`config.mk`:
```
export PLATFORM = sky130hd
export DESIGN_NAME = lcd_msg_sequencer
export DESIGN_NICKNAME = d
export VERILOG_FILES = /design/src/rtl/lcd_msg_sequencer.sv
export SDC_FILE = /design/constraint.sdc
export NUM_CORES = 1
export LEC_CHECK = 0
export ABC_AREA = 0
export ABC_CLOCK_PERIOD_IN_PS = 1800
export BUFFER_PORTS_ARGS = -buffer_cell sky130_fd_sc_hd__buf_2
export CAP_MARGIN = 10
export CELL_PAD_IN_SITES_DETAIL_PLACEMENT = 1
export CELL_PAD_IN_SITES_GLOBAL_PLACEMENT = 1
export CORE_ASPECT_RATIO = 1.25
export CORE_MARGIN = 4
export CORE_UTILIZATION = 40
export DETAILED_ROUTE_END_ITERATION = 16
export PLACE_DENSITY_LB_ADDON = 0.08
export SYNTH_ARGS = -nofsm -noshare
export SYNTH_HDL_FRONTEND = slang
export SYNTH_SLANG_ARGS = --single-unit
```
`constraint.sdc`:
```
create_clock -name clk -period 1.8 [get_ports clk]
set_input_delay 0.36 -clock clk [delete_from_list [all_inputs] [get_ports clk]]
set_output_delay 0.36 -clock clk [all_outputs]
set_load 0.03 [all_outputs]
```
`src/rtl/lcd_msg_sequencer.sv`:
```
`default_nettype none
// ============================================================================
//  Module      : lcd_msg_sequencer
//  Description : Arbitrates between the success and fail message requesters,
//                then clears the character LCD and writes the granted message
//                from an internal ROM, one character at a time, with setup,
//                enable-pulse and hold timing.
//  Revision    : 1.0 - initial release
// ============================================================================
module lcd_msg_sequencer #(
    parameter int EN_HIGH  = 4,
    parameter int EN_GAP   = 8,
    parameter int CLR_WAIT = 16
) (
    input  logic       clk,
    input  logic       reset_not,
    input  logic       req_success,
    input  logic       req_fail,
    output logic [1:0] grant,
    output logic       busy,
    output logic       done,
    output logic [7:0] lcd_data,
    output logic       lcd_rs,
    output logic       lcd_enable
);

    localparam int c_CNT_MAX_A = (EN_HIGH > EN_GAP) ? EN_HIGH : EN_GAP;
    localparam int c_CNT_MAX   = (c_CNT_MAX_A > CLR_WAIT) ? c_CNT_MAX_A : CLR_WAIT;
    localparam int c_CW        = (c_CNT_MAX > 1) ? $clog2(c_CNT_MAX) : 1;

    localparam logic [c_CW-1:0] c_EN_HIGH_LAST  = c_CW'(EN_HIGH - 1);
    localparam logic [c_CW-1:0] c_EN_GAP_LAST   = c_CW'(EN_GAP - 1);
    localparam logic [c_CW-1:0] c_CLR_WAIT_LAST = c_CW'(CLR_WAIT - 1);
    localparam logic [7:0]      c_CMD_CLEAR     = 8'h01;
    localparam logic [2:0]      c_SUCCESS_LAST  = 3'd6;
    localparam logic [2:0]      c_FAIL_LAST     = 3'd3;

    typedef enum logic [2:0] {
        S_IDLE      = 3'd0,
        S_CLR_SETUP = 3'd1,
        S_CLR_PULSE = 3'd2,
        S_CLR_WAIT  = 3'd3,
        S_CH_SETUP  = 3'd4,
        S_CH_PULSE  = 3'd5,
        S_CH_GAP    = 3'd6,
        S_DONE      = 3'd7
    } state_t;

    state_t          r_state, w_state_next;
    logic [c_CW-1:0] r_cnt, w_cnt_next;
    logic [2:0]      r_idx, w_idx_next;
    logic [1:0]      r_grant, w_grant_next;
    logic            r_last_fail, w_last_fail_next;
    logic [7:0]      r_lcd_data, w_lcd_data_next;
    logic            r_lcd_rs, w_lcd_rs_next;

    // Message ROM: sel_fail picks the "Fail" text, otherwise "Success"
    function automatic logic [7:0] f_rom(input logic sel_fail, input logic [2:0] idx);
        logic [7:0] v;
        v = 8'h00;
        if (sel_fail) begin
            case (idx)
                3'd0:    v = 8'h46;
                3'd1:    v = 8'h61;
                3'd2:    v = 8'h69;
                3'd3:    v = 8'h6C;
                default: v = 8'h00;
            endcase
        end else begin
            case (idx)
                3'd0:    v = 8'h53;
                3'd1:    v = 8'h75;
                3'd2:    v = 8'h63;
                3'd3:    v = 8'h63;
                3'd4:    v = 8'h65;
                3'd5:    v = 8'h73;
                3'd6:    v = 8'h73;
                default: v = 8'h00;
            endcase
        end
        return v;
    endfunction

    // State, counters and latched LCD bus; reset abandons any message in flight
    always_ff @(posedge clk or negedge reset_not) begin
        if (!reset_not) begin
            r_state     <= S_IDLE;
            r_cnt       <= '0;
            r_idx       <= 3'd0;
            r_grant     <= 2'b00;
            r_last_fail <= 1'b1;
            r_lcd_data  <= 8'h00;
            r_lcd_rs    <= 1'b0;
        end else begin
            r_state     <= w_state_next;
            r_cnt       <= w_cnt_next;
            r_idx       <= w_idx_next;
            r_grant     <= w_grant_next;
            r_last_fail <= w_last_fail_next;
            r_lcd_data  <= w_lcd_data_next;
            r_lcd_rs    <= w_lcd_rs_next;
        end
    end

    // Next-state logic; LCD data/RS are only reloaded on entry to a SETUP state
    always_comb begin
        w_state_next     = r_state;
        w_cnt_next       = r_cnt;
        w_idx_next       = r_idx;
        w_grant_next     = r_grant;
        w_last_fail_next = r_last_fail;
        w_lcd_data_next  = r_lcd_data;
        w_lcd_rs_next    = r_lcd_rs;

        case (r_state)
            S_IDLE: begin
                w_cnt_next = '0;
                if (req_success || req_fail) begin
                    // On a tie, serve whichever side did not own the LCD last
                    if (req_success && (!req_fail || r_last_fail)) begin
                        w_grant_next = 2'b01;
                    end else begin
                        w_grant_next = 2'b10;
                    end
                    w_lcd_data_next = c_CMD_CLEAR;
                    w_lcd_rs_next   = 1'b0;
                    w_state_next    = S_CLR_SETUP;
                end
            end
            S_CLR_SETUP: begin
                w_cnt_next   = '0;
                w_state_next = S_CLR_PULSE;
            end
            S_CLR_PULSE: begin
                if (r_cnt == c_EN_HIGH_LAST) begin
                    w_cnt_next   = '0;
                    w_state_next = S_CLR_WAIT;
                end else begin
                    w_cnt_next = r_cnt + 1'b1;
                end
            end
            S_CLR_WAIT: begin
                if (r_cnt == c_CLR_WAIT_LAST) begin
                    w_cnt_next      = '0;
                    w_idx_next      = 3'd0;
                    w_lcd_data_next = f_rom(r_grant[1], 3'd0);
                    w_lcd_rs_next   = 1'b1;
                    w_state_next    = S_CH_SETUP;
                end else begin
                    w_cnt_next = r_cnt + 1'b1;
                end
            end
            S_CH_SETUP: begin
                w_cnt_next   = '0;
                w_state_next = S_CH_PULSE;
            end
            S_CH_PULSE: begin
                if (r_cnt == c_EN_HIGH_LAST) begin
                    w_cnt_next   = '0;
                    w_state_next = S_CH_GAP;
                end else begin
                    w_cnt_next = r_cnt + 1'b1;
                end
            end
            S_CH_GAP: begin
                if (r_cnt == c_EN_GAP_LAST) begin
                    w_cnt_next = '0;
                    if (r_idx == (r_grant[1] ? c_FAIL_LAST : c_SUCCESS_LAST)) begin
                        w_state_next = S_DONE;
                    end else begin
                        w_idx_next      = r_idx + 3'd1;
                        w_lcd_data_next = f_rom(r_grant[1], r_idx + 3'd1);
                        w_lcd_rs_next   = 1'b1;
                        w_state_next    = S_CH_SETUP;
                    end
                end else begin
                    w_cnt_next = r_cnt + 1'b1;
                end
            end
            S_DONE: begin
                w_last_fail_next = r_grant[1];
                w_grant_next     = 2'b00;
                w_idx_next       = 3'd0;
                w_state_next     = S_IDLE;
            end
            default: begin
                w_state_next = S_IDLE;
            end
        endcase
    end

    assign grant      = r_grant;
    assign busy       = (r_state != S_IDLE);
    assign done       = (r_state == S_DONE);
    assign lcd_data   = r_lcd_data;
    assign lcd_rs     = r_lcd_rs;
    assign lcd_enable = (r_state == S_CLR_PULSE) || (r_state == S_CH_PULSE);

endmodule
`default_nettype wire

```
==> flow_metrics.py, run 1 <==
metrics = {
    "sta": {
        "worst_slew_pin_slew_ps": 510,
        "fmax_mhz": 576,
        "layout_setup_ws_ps": 63.8,
        "fin_crit_ps": 1740,
        "relSlewSlack": 0.660,
        "finalSetupTns_ps": 0,
        "setup_violations": 0,
        "finalHoldViolCount": 0,
        "fin_crit_sh": 0.965,
        "rsz0062_at_grt": "yes",
        "report.final.slew_viol_count": 0,
        "finalClockSkew_ps": 3.23,
    },
    "placed_design": {
        "post_dp_cell_area_um2": 1760,
        "port_buffers": 16,
        "hpwl_mm": 3.39,
        "dp_cells": 238,
        "place_congestion": 0.839,
        "pre_cts_ws_ps": 1.60,
    },
    "clocking": {
        "numCtsBuffers": 3,
        "cts.sinks": 21,
        "clock_latency_ps": 270,
        "cts_max_path_buffers": 2,
        "tritoncts": "built",
        "cts_hold_buffers": 0,
        "cts.htree.levels": 1,
        "cts_root_buf": "clkbuf_8",
        "cts.clk_slew.worst_paths_ps": 80,
    },
    "cells_and_area": {
        "fin_area_um2": 1880,
        "drive_gt1_frac": 0.351,
        "layout_commonest_cell": "buf_4",
        "syn2layout_area_growth_pct": 23.0,
        "instances_no_fill": 244,
        "final_cell_mix": "buf_4, nand2_1, dfrtp_1",
        "nets": 216,
        "n_antenna_cell": 0,
    },
    "yosys": {
        "synth_fa_ha_area_frac": 0.0491,
        "synth_xor_area_frac": 0.0221,
        "yosys_warnings": 0,
        "async_flop_share": 1.00,
        "synthMuxAreaShare": 0.0213,
        "synth_compound_area_frac": 0.276,
        "synth_edf_count": 0,
        "synth_seq_cells": 21,
        "yosysSeqAreaShare": 0.345,
        "syn_inst": 171,
        "synth_fp_nets": 181,
        "synth.avg_cell_area_um2": 8.93,
        "synthSimpleGateAreaFrac": 0.211,
        "synth_cell_types": 56,
        "synth_flop_cell": "dfrtp_1",
        "syn_area_um2": 1530,
        "synth_top_family_by_area": "compound AO/OA/AOI/OAI gates",
    },
    "global_routing": {
        "track_usage": 0.187,
        "grt_start_max_net_pins": 22,
        "grt_pass1_wl_mm": 7.37,
        "grt_pass1_vias": 1587,
        "overflow": 0,
        "antenna_found_initial": 0,
    },
    "critical_path": {
        "crit_required_ps": 1440,
        "r2r_cells": 5,
        "endpoint_kind": "output pin",
        "crit_type": "flip-flop to output pin",
        "r2r-end": "r_state[1]$_DFFE_PN0P_",
        "worst-path-max-fanout": 6,
        "rrSetupSlack_ps": 80,
        "cp-start-kind": "flip-flop",
        "worst_ep_arrival_time_ps": 1380,
        "reg2reg_from": "r_state[0]$_DFFE_PN0P_",
    },
    "route": {
        "drt-total-wl_mm": 4.37,
        "route.detailed.wl_per_inst_um": 17.9,
        "drc_errors": 0,
        "drtIter0Drc": 51,
        "drt_pass1_iterations": 4,
        "viasPerCell": 5.89,
        "dr_total_vias": 1437,
        "ant_nets": 0,
    },
    "floorplanning": {
        "die_h_um": 77.1,
        "die_w_um": 63.3,
        "core_um2": 3570,
        "io_pins": 18,
        "initial_core_util": 0.428,
        "die_area_um2": 4880,
        "rows": 24,
    },
    "min_path": {
        "hold_path_class": "input pin to asynchronous set/reset pin",
    },
    "job": {
        "maxCapViolations": 0,
    },
    "power_and_ir_drop": {
        "powerDensity_nw_per_um2": 1400,
        "ir_worst_vdd_mv": 0.682,
        "power.static_leakage_uw": 0.000852,
        "power_uw": 2630,
    },
    "outcome": {
        "status": "completed",
    },
}
## timing repair
item,in CTS,in global routing
setup endpoints to repair,3,9
buffers inserted,1,1
endpoints found under the hold margin,0,0
resized for setup,3,11
pin swaps,0,4
cloned,0,0
## Yosys cell counts (all sizes together) (2+ instances only)
cell / number / share of area
o311ai: 2 / 0.016
o31ai: 4 / 0.023
a21oi: 12 / 0.039
o41ai: 2 / 0.016
ha: 6 / 0.049
mux2: 2 / 0.015
o21ai: 16 / 0.060
buf: 8 / 0.043
clkbuf: 4 / 0.0098
or3: 2 / 0.0082
nor2: 10 / 0.025
nand3b: 2 / 0.0098
nand2: 19 / 0.047
a211oi: 2 / 0.0098
a31oi: 3 / 0.016
xnor2: 2 / 0.011
o22ai: 3 / 0.012
a211o: 2 / 0.011
nor2b: 2 / 0.0082
dfrtp: 20 / 0.33
nor3: 5 / 0.024
a32oi: 2 / 0.011
a21o: 4 / 0.020
and3b: 2 / 0.011
inv: 8 / 0.020
nand2b: 2 / 0.013
nor3b: 3 / 0.018
nand3: 5 / 0.016
## per-layer routing
layer	track usage	wire length (um)	part of all wire
met5	0	0	0
met3	0.0234	104	0.024
met2	0.351	2370	0.54
met1	0.203	1720	0.39
met4	0.0950	181	0.041
## sequential cells by signal (all words and copies together), names as in the netlist
signal       count
r_idx            3
r_state          3
lcd_rs           1
lcd_data         7
grant            2
r_cnt            4
r_last_fail      1
## where the power goes
| part | switching (uW) | internal, uW | leakage, uW |
|---|---|---|---|
| Sequential | 180 | 619 | 0.000260 |
| Combinational | 863 | 641 | 0.000567 |
| Clock | 169 | 155 | 0.0000255 |
| Total | 1210 | 1420 | 0.000852 |
## worst max-delay path by stage
stage / cells past startpoint / to / start
finish: 4 / lcd_enable / r_state[0]$_DFFE_PN0P_
global route: 6 / lcd_data[5]$_DFFE_PN0P_ / r_idx[0]$_DFFE_PN0P_
CTS: 6 / lcd_data[5]$_DFFE_PN0P_ / r_idx[0]$_DFFE_PN0P_
detailed placement: 6 / r_state[1]$_DFFE_PN0P_ / r_state[0]$_DFFE_PN0P_
global placement: 6 / lcd_data[3]$_DFFE_PN0P_ / r_state[1]$_DFFE_PN0P_
floorplan: 6 / lcd_data[6]$_DFFE_PN0P_ / r_idx[0]$_DFFE_PN0P_
## critical path: stages (launching register included)
cell	delay, ps
dfrtp_2	480
buf_4	160
nand2b_4	150
o22ai_2	140
buf_4	180
## through the flow
step | hold slack [ps] | util
2_1_floorplan | 64.4 | -
3_3_place_gp | 352 | 0.493
6_report | 53.9 | 0.526
4_1_cts | 69.3 | 0.509
5_1_grt | 83.0 | 0.526
3_5_place_dp | 361 | 0.493
## kinds of logic after synthesis
kind of cell,Yosys count
AOI/OAI and AO/OA,59
xor gates and xnor gates,3
adders and majority gates,6
buffers and inverters,20
DFF,21
muxes,3
other,1
and+or+nand+nor,58
## area by class of cell
cell class                      instances  area (um2)
Fill cell                             434        1690
Inverter                                8        30.0
Sequential cell                        21         531
Clock buffer                            3        41.3
Clock inverter                          1        5.00
Timing Repair Buffer                   42         282
Multi-Input combinational cell        130         942
Tap cell                               39        48.8
Power figures use the tool's default switching activity.
==> run 2, diff against run 1 <==
==> constraint.sdc (replaced) <==
create_clock -name clk -period 1.8 [get_ports clk]
set_input_delay 0.36 -clock clk [delete_from_list [all_inputs] [get_ports clk]]
set_output_delay 0.36 -clock clk [all_outputs]
set_load 0.005 [all_outputs]
==> run 2 against run 1 <==
  * Worst hold slack worse by 4.6 ps
  * Final area hardly changed
  * Sequential power is 1% lower
  * Critical path type is now flip-flop to flip-flop
  * Critical endpoint is now r_state[1]$_DFFE_PN0P_
  * Largest cell class unchanged
  * Largest power group unchanged
  * Highest routed layer unchanged
==> flow_metrics.py, run 2 (synthesized netlist as in run 1, its figures left out) <==
metrics = {
    "floorplanning": {
        "core_um2": 3570,
        "die_w_um": 63.3,
        "initial_core_util": 0.428,
        "die_area_um2": 4880,
        "die_h_um": 77.1,
        "rows": 24,
        "io_pins": 18,
    },
    "sta": {
        "finalSetupTns_ps": 0,
        "fmax_mhz": 577,
        "finalHoldViolCount": 0,
        "relSlewSlack": 0.659,
        "report.final.slew_viol_count": 0,
        "setup_violations": 0,
        "layout_setup_ws_ps": 68.3,
        "rsz0062_at_grt": "no",
        "fin_crit_ps": 1730,
        "worst_slew_pin_slew_ps": 512,
        "finalClockSkew_ps": 3.24,
        "fin_crit_sh": 0.962,
    },
    "critical_path": {
        "endpoint": "r_state[1]$_DFFE_PN0P_",
        "crit_type": "flip-flop to flip-flop",
        "crit_start": "r_state[0]$_DFFE_PN0P_",
        "worst_ep_arrival_time_ps": 1900,
        "r2r_cells": 5,
        "crit_required_ps": 1970,
        "reg2reg_from": "r_state[0]$_DFFE_PN0P_",
        "endpoint_kind": "flip-flop",
        "rrSetupSlack_ps": 70,
        "r2r-end": "r_state[1]$_DFFE_PN0P_",
        "cp-start-kind": "flip-flop",
        "worst-path-max-fanout": 8,
    },
    "global_routing": {
        "antenna_found_initial": 0,
        "use_met2": 0.359,
        "grtUsageMet3": 0.0190,
        "grt_start_max_net_pins": 22,
        "grt-busiest-layer": "met2",
        "track_usage": 0.190,
        "met1_usage": 0.210,
        "grt_pass1_vias": 1559,
        "grt_pass1_wl_mm": 7.47,
        "overflow": 0,
    },
    "clocking": {
        "tritoncts": "built",
        "clock_latency_ps": 270,
        "numCtsBuffers": 3,
        "cts_root_buf": "clkbuf_8",
        "cts.clk_slew.worst_paths_ps": 90,
        "cts.sinks": 21,
        "cts.htree.levels": 1,
        "cts_max_path_buffers": 2,
    },
    "outcome": {
        "status": "completed",
    },
    "power_and_ir_drop": {
        "power.static_leakage_uw": 0.000857,
        "ir_worst_vdd_mv": 0.646,
        "powerDensity_nw_per_um2": 1270,
        "power_uw": 2390,
    },
    "cells_and_area": {
        "drive_gt1_frac": 0.343,
        "syn2layout_area_growth_pct": 22.9,
        "nets": 218,
        "layout_commonest_cell": "buf_4",
        "largest_register_ffs": 7,
        "final_cell_mix": "buf_4, nand2_1, dfrtp_1",
        "n_antenna_cell": 0,
        "n_fill_cell": 439,
    },
    "route": {
        "dr_total_vias": 1438,
        "drt_pass1_iterations": 4,
        "drc_errors": 0,
        "route.detailed.wl_per_inst_um": 17.9,
        "drt-total-wl_mm": 4.40,
        "viasPerCell": 5.85,
        "ant_nets": 0,
        "drtIter0Drc": 136,
    },
    "placed_design": {
        "pre_cts_ws_ps": 35.1,
        "port_buffers": 16,
        "place_congestion": 0.844,
        "hpwl_mm": 3.35,
    },
    "job": {
        "maxCapViolations": 0,
    },
    "min_path": {
        "hold_path_class": "input pin to asynchronous set/reset pin",
    },
}
==> run 2: cell types whose count changed in the layout (fill, tap and decap cells not counted), sizes merged <==
| cell | delta |
|---|---|
| buf | +2 |
==> run 2: area by class of cell <==
type / count / area [um2] / share of cell area
Tap cell: 39 / 48.8 / 0.0260
Inverter: 8 / 30.0 / 0.0160
Timing Repair Buffer: 44 / 290 / 0.155
Sequential cell: 21 / 531 / 0.282
Clock inverter: 1 / 5.00 / 0.00266
Multi-Input combinational cell: 130 / 932 / 0.496
Clock buffer: 3 / 41.3 / 0.0220
==> run 2: how the worst min path moves through the flow <==
stage / start / endpoint / depth (start not counted) / slack (ps)
floorplan: reset_not / grant[0]$_DFFE_PN0P_ / 0 / 60
global placement: reset_not / r_idx[0]$_DFFE_PN0P_ / 1 / 360
detailed placement: reset_not / r_idx[0]$_DFFE_PN0P_ / 1 / 360
CTS: reset_not / lcd_data[2]$_DFFE_PN0P_ / 1 / 70
global route: reset_not / lcd_data[1]$_DFFE_PN0P_ / 1 / 80
finish: reset_not / r_idx[0]$_DFFE_PN0P_ / 1 / 50
==> run 2: metrics by stage <==
stage | instances | hold slack (ps) | instance area, um2 | util
6_report | 246 | 49.3 | 1880 | 0.526
3_3_place_gp | 240 | 357 | 1770 | 0.495
5_1_grt | 246 | 76.7 | 1880 | 0.526
3_5_place_dp | 240 | 365 | 1770 | 0.495
2_1_floorplan | 171 | 64.4 | 1530 | -
4_1_cts | 244 | 69.0 | 1820 | 0.509
==> run 2: critical path: stages (launching register included) <==
cell and delay, ps:
dfrtp_2 490, or4_4 550, o311ai_4 110, and2_4 230, a21oi_1 70, a21o_1 180
==> run 2: repair_timing <==
action                     4_1_cts  5_1_grt
hold buffers                     0        0
gates resized for setup          3        8
setup buffers                    0        2
setup endpoints to repair        2       10
hold endpoints to repair         0        0
==> run 2: power by group <==
group / switching, uW / internal [uW] / total [uW]
Sequential: 172 / 619 / 791
Clock: 177 / 155 / 332
Combinational: 654 / 611 / 1270
==> run 2: routing by layer <==
layer	vias up	routed length, um
li1	692	-
met1	715	1780
met2	23	2420
met3	8	98
met4	0	101
met5	-	0
==> run 3, diff against run 2 <==
==> constraint.sdc (replaced) <==
create_clock -name clk -period 1.8 [get_ports clk]
set_input_delay 0.09 -clock clk [delete_from_list [all_inputs] [get_ports clk]]
set_output_delay 0.09 -clock clk [all_outputs]
set_load 0.005 [all_outputs]
==> run 3 against run 2 <==
  * Sequential power fell by 0.8%
  * Flip-flop and latch count did not move
  * Routed wire length fell by 3.2%
  * Power fell by 4.5%
  * Largest cell class unchanged
  * Critical path depth did not move
  * Die area did not move
  * Highest routed layer unchanged
  * Largest power group unchanged
==> flow_metrics.py, run 3 (synthesized netlist as in run 1, its figures left out) <==
metrics = {
    "outcome": {
        "status": "completed",
    },
    "critical_path": {
        "worst-path-max-fanout": 8,
        "crit_type": "flip-flop to flip-flop",
        "crit_required_ps": 1970,
        "cp-start-kind": "flip-flop",
        "cp_cell_sequence": "or4_4 > o311ai_2 > and2_4 > a21oi_1 > a21o_1",
        "endpoint_kind": "flip-flop",
        "critical-path-max-stage-delay_ps": 540,
        "worst_ep_arrival_time_ps": 1900,
        "slowest_stage": "or4_4",
    },
    "floorplanning": {
        "io_pins": 18,
        "die_h_um": 77.1,
        "die_w_um": 63.3,
        "rows": 24,
        "core_um2": 3570,
        "initial_core_util": 0.428,
        "die_area_um2": 4880,
    },
    "power_and_ir_drop": {
        "ir_worst_vdd_mv": 0.570,
        "p_seq_frac": 0.344,
        "power.static_leakage_uw": 0.000843,
        "clockPowerShare": 0.142,
        "p_switching_uw": 936,
        "p_int_uw": 1350,
        "powerDensity_nw_per_um2": 1240,
        "p_comb_frac": 0.514,
        "switching_share": 0.410,
    },
    "min_path": {
        "hold_path_class": "input pin to flip-flop",
    },
    "placed_design": {
        "place_congestion": 0.798,
        "hpwl_mm": 3.29,
        "port_buffers": 16,
        "pre_cts_ws_ps": 6.57,
    },
    "sta": {
        "finalClockSkew_ps": 9.30,
        "rsz0062_at_grt": "yes",
        "report.final.slew_viol_count": 0,
        "relSlewSlack": 0.652,
        "worst_slew_pin_slew_ps": 522,
        "setup_violations": 0,
        "layout_setup_ws_ps": 73.4,
        "fin_crit_sh": 0.959,
        "finalHoldViolCount": 0,
        "fin_crit_ps": 1730,
        "fmax_mhz": 579,
    },
    "clocking": {
        "cts.htree.levels": 1,
        "tritoncts": "built",
        "cts_root_buf": "clkbuf_8",
        "numCtsBuffers": 3,
        "clock_latency_ps": 270,
        "cts.sinks": 21,
        "cts.clk_slew.worst_paths_ps": 90,
        "cts_max_path_buffers": 2,
    },
    "cells_and_area": {
        "largest_register_ffs": 7,
        "n_antenna_cell": 0,
        "syn2layout_area_growth_pct": 20.4,
        "nets": 217,
        "multi_input_area_um2": 901,
        "post-route-util": 0.515,
        "n_fill_cell": 436,
        "layout_commonest_cell": "buf_4",
        "seqCellArea_um2": 531,
        "drive_gt1_frac": 0.316,
        "final_cell_mix": "buf_4, nand2_1, dfrtp_1",
    },
    "global_routing": {
        "grt_start_max_net_pins": 22,
        "track_usage": 0.186,
        "grt_pass1_vias": 1506,
        "grt_pass1_wl_mm": 7.20,
        "overflow": 0,
        "antenna_found_initial": 0,
    },
    "job": {
        "maxCapViolations": 0,
    },
    "route": {
        "top_layer_used": "met4",
        "wl_met3_um": 70,
        "ant_nets": 0,
        "drt_pass1_iterations": 4,
        "drt-total-wl_mm": 4.26,
        "viasPerCell": 5.80,
        "met1_length_mm": 1.78,
        "wl_met2_mm": 2.35,
        "drtIter0Drc": 94,
        "dr_total_vias": 1422,
        "drc_errors": 0,
        "route.detailed.wl_per_inst_um": 17.4,
    },
}
## run 3: routing by layer
metal	track usage	up-vias
li1	-	692
met1	0.207	707
met2	0.357	16
met3	0.0205	7
met4	0.0648	0
met5	0	-
## run 3: final cells by class
cell class                      instances  area share
Clock buffer                            3      0.0224
Clock inverter                          1     0.00272
Inverter                                8      0.0163
Multi-Input combinational cell        130       0.490
Sequential cell                        21       0.288
Tap cell                               39      0.0265
Timing Repair Buffer                   43       0.154
## run 3: power by group through the flow
stage	clock network, uW	logic (uW)	registers (uW)
final	325	1170	785
after floorplan	0	814	737
after detailed placement	0	1170	793
after CTS	339	1180	782
after global placement	0	1130	782
after global routing	364	1320	808
## run 3: worst paths after layout
check | cells after the start | startpoint | slack (ps) | to
setup / recovery | 5 | r_state[0]$_DFFE_PN0P_ | 70 | r_state[1]$_DFFE_PN0P_
hold / removal | 3 | req_fail | 130 | grant[1]$_DFFE_PN0P_
setup reg to reg | 5 | r_state[0]$_DFFE_PN0P_ | 70 | r_state[1]$_DFFE_PN0P_
hold reg to reg | 2 | lcd_data[3]$_DFFE_PN0P_ | 480 | lcd_data[3]$_DFFE_PN0P_
max in group asynchronous | 2 | reset_not | 1110 | r_state[1]$_DFFE_PN0P_
min in group asynchronous | 2 | reset_not | 320 | r_idx[0]$_DFFE_PN0P_
## run 3: worst max-delay path, delay by kind of cell, from the launching register on
kind,cells,cell delay (ps)
AO/OA/AOI/OAI,3,370
flip-flops,1,480
AND/OR/NAND/NOR,2,780
## run 3: per-stage QoR
step	setup TNS [ps]	hold WS [ps]	power [uW]	instance area [um2]	instances
final	0	127	2280	1840	245
after detailed placement	0	93.3	1970	1760	238
after global routing	-26.4	141	2490	1840	245
after global placement	0	84.5	1910	1760	238
after floorplan	0	-206	1550	1530	171
after CTS	0	127	2300	1810	243
## run 3: timing repair
item / CTS / global route
resized for setup: 1 / 5
pin swaps: 0 / 0
endpoints found under the hold margin: 20 / 0
setup buffers: 0 / 2
hold buffers: 1 / 0
setup endpoints to repair: 1 / 10
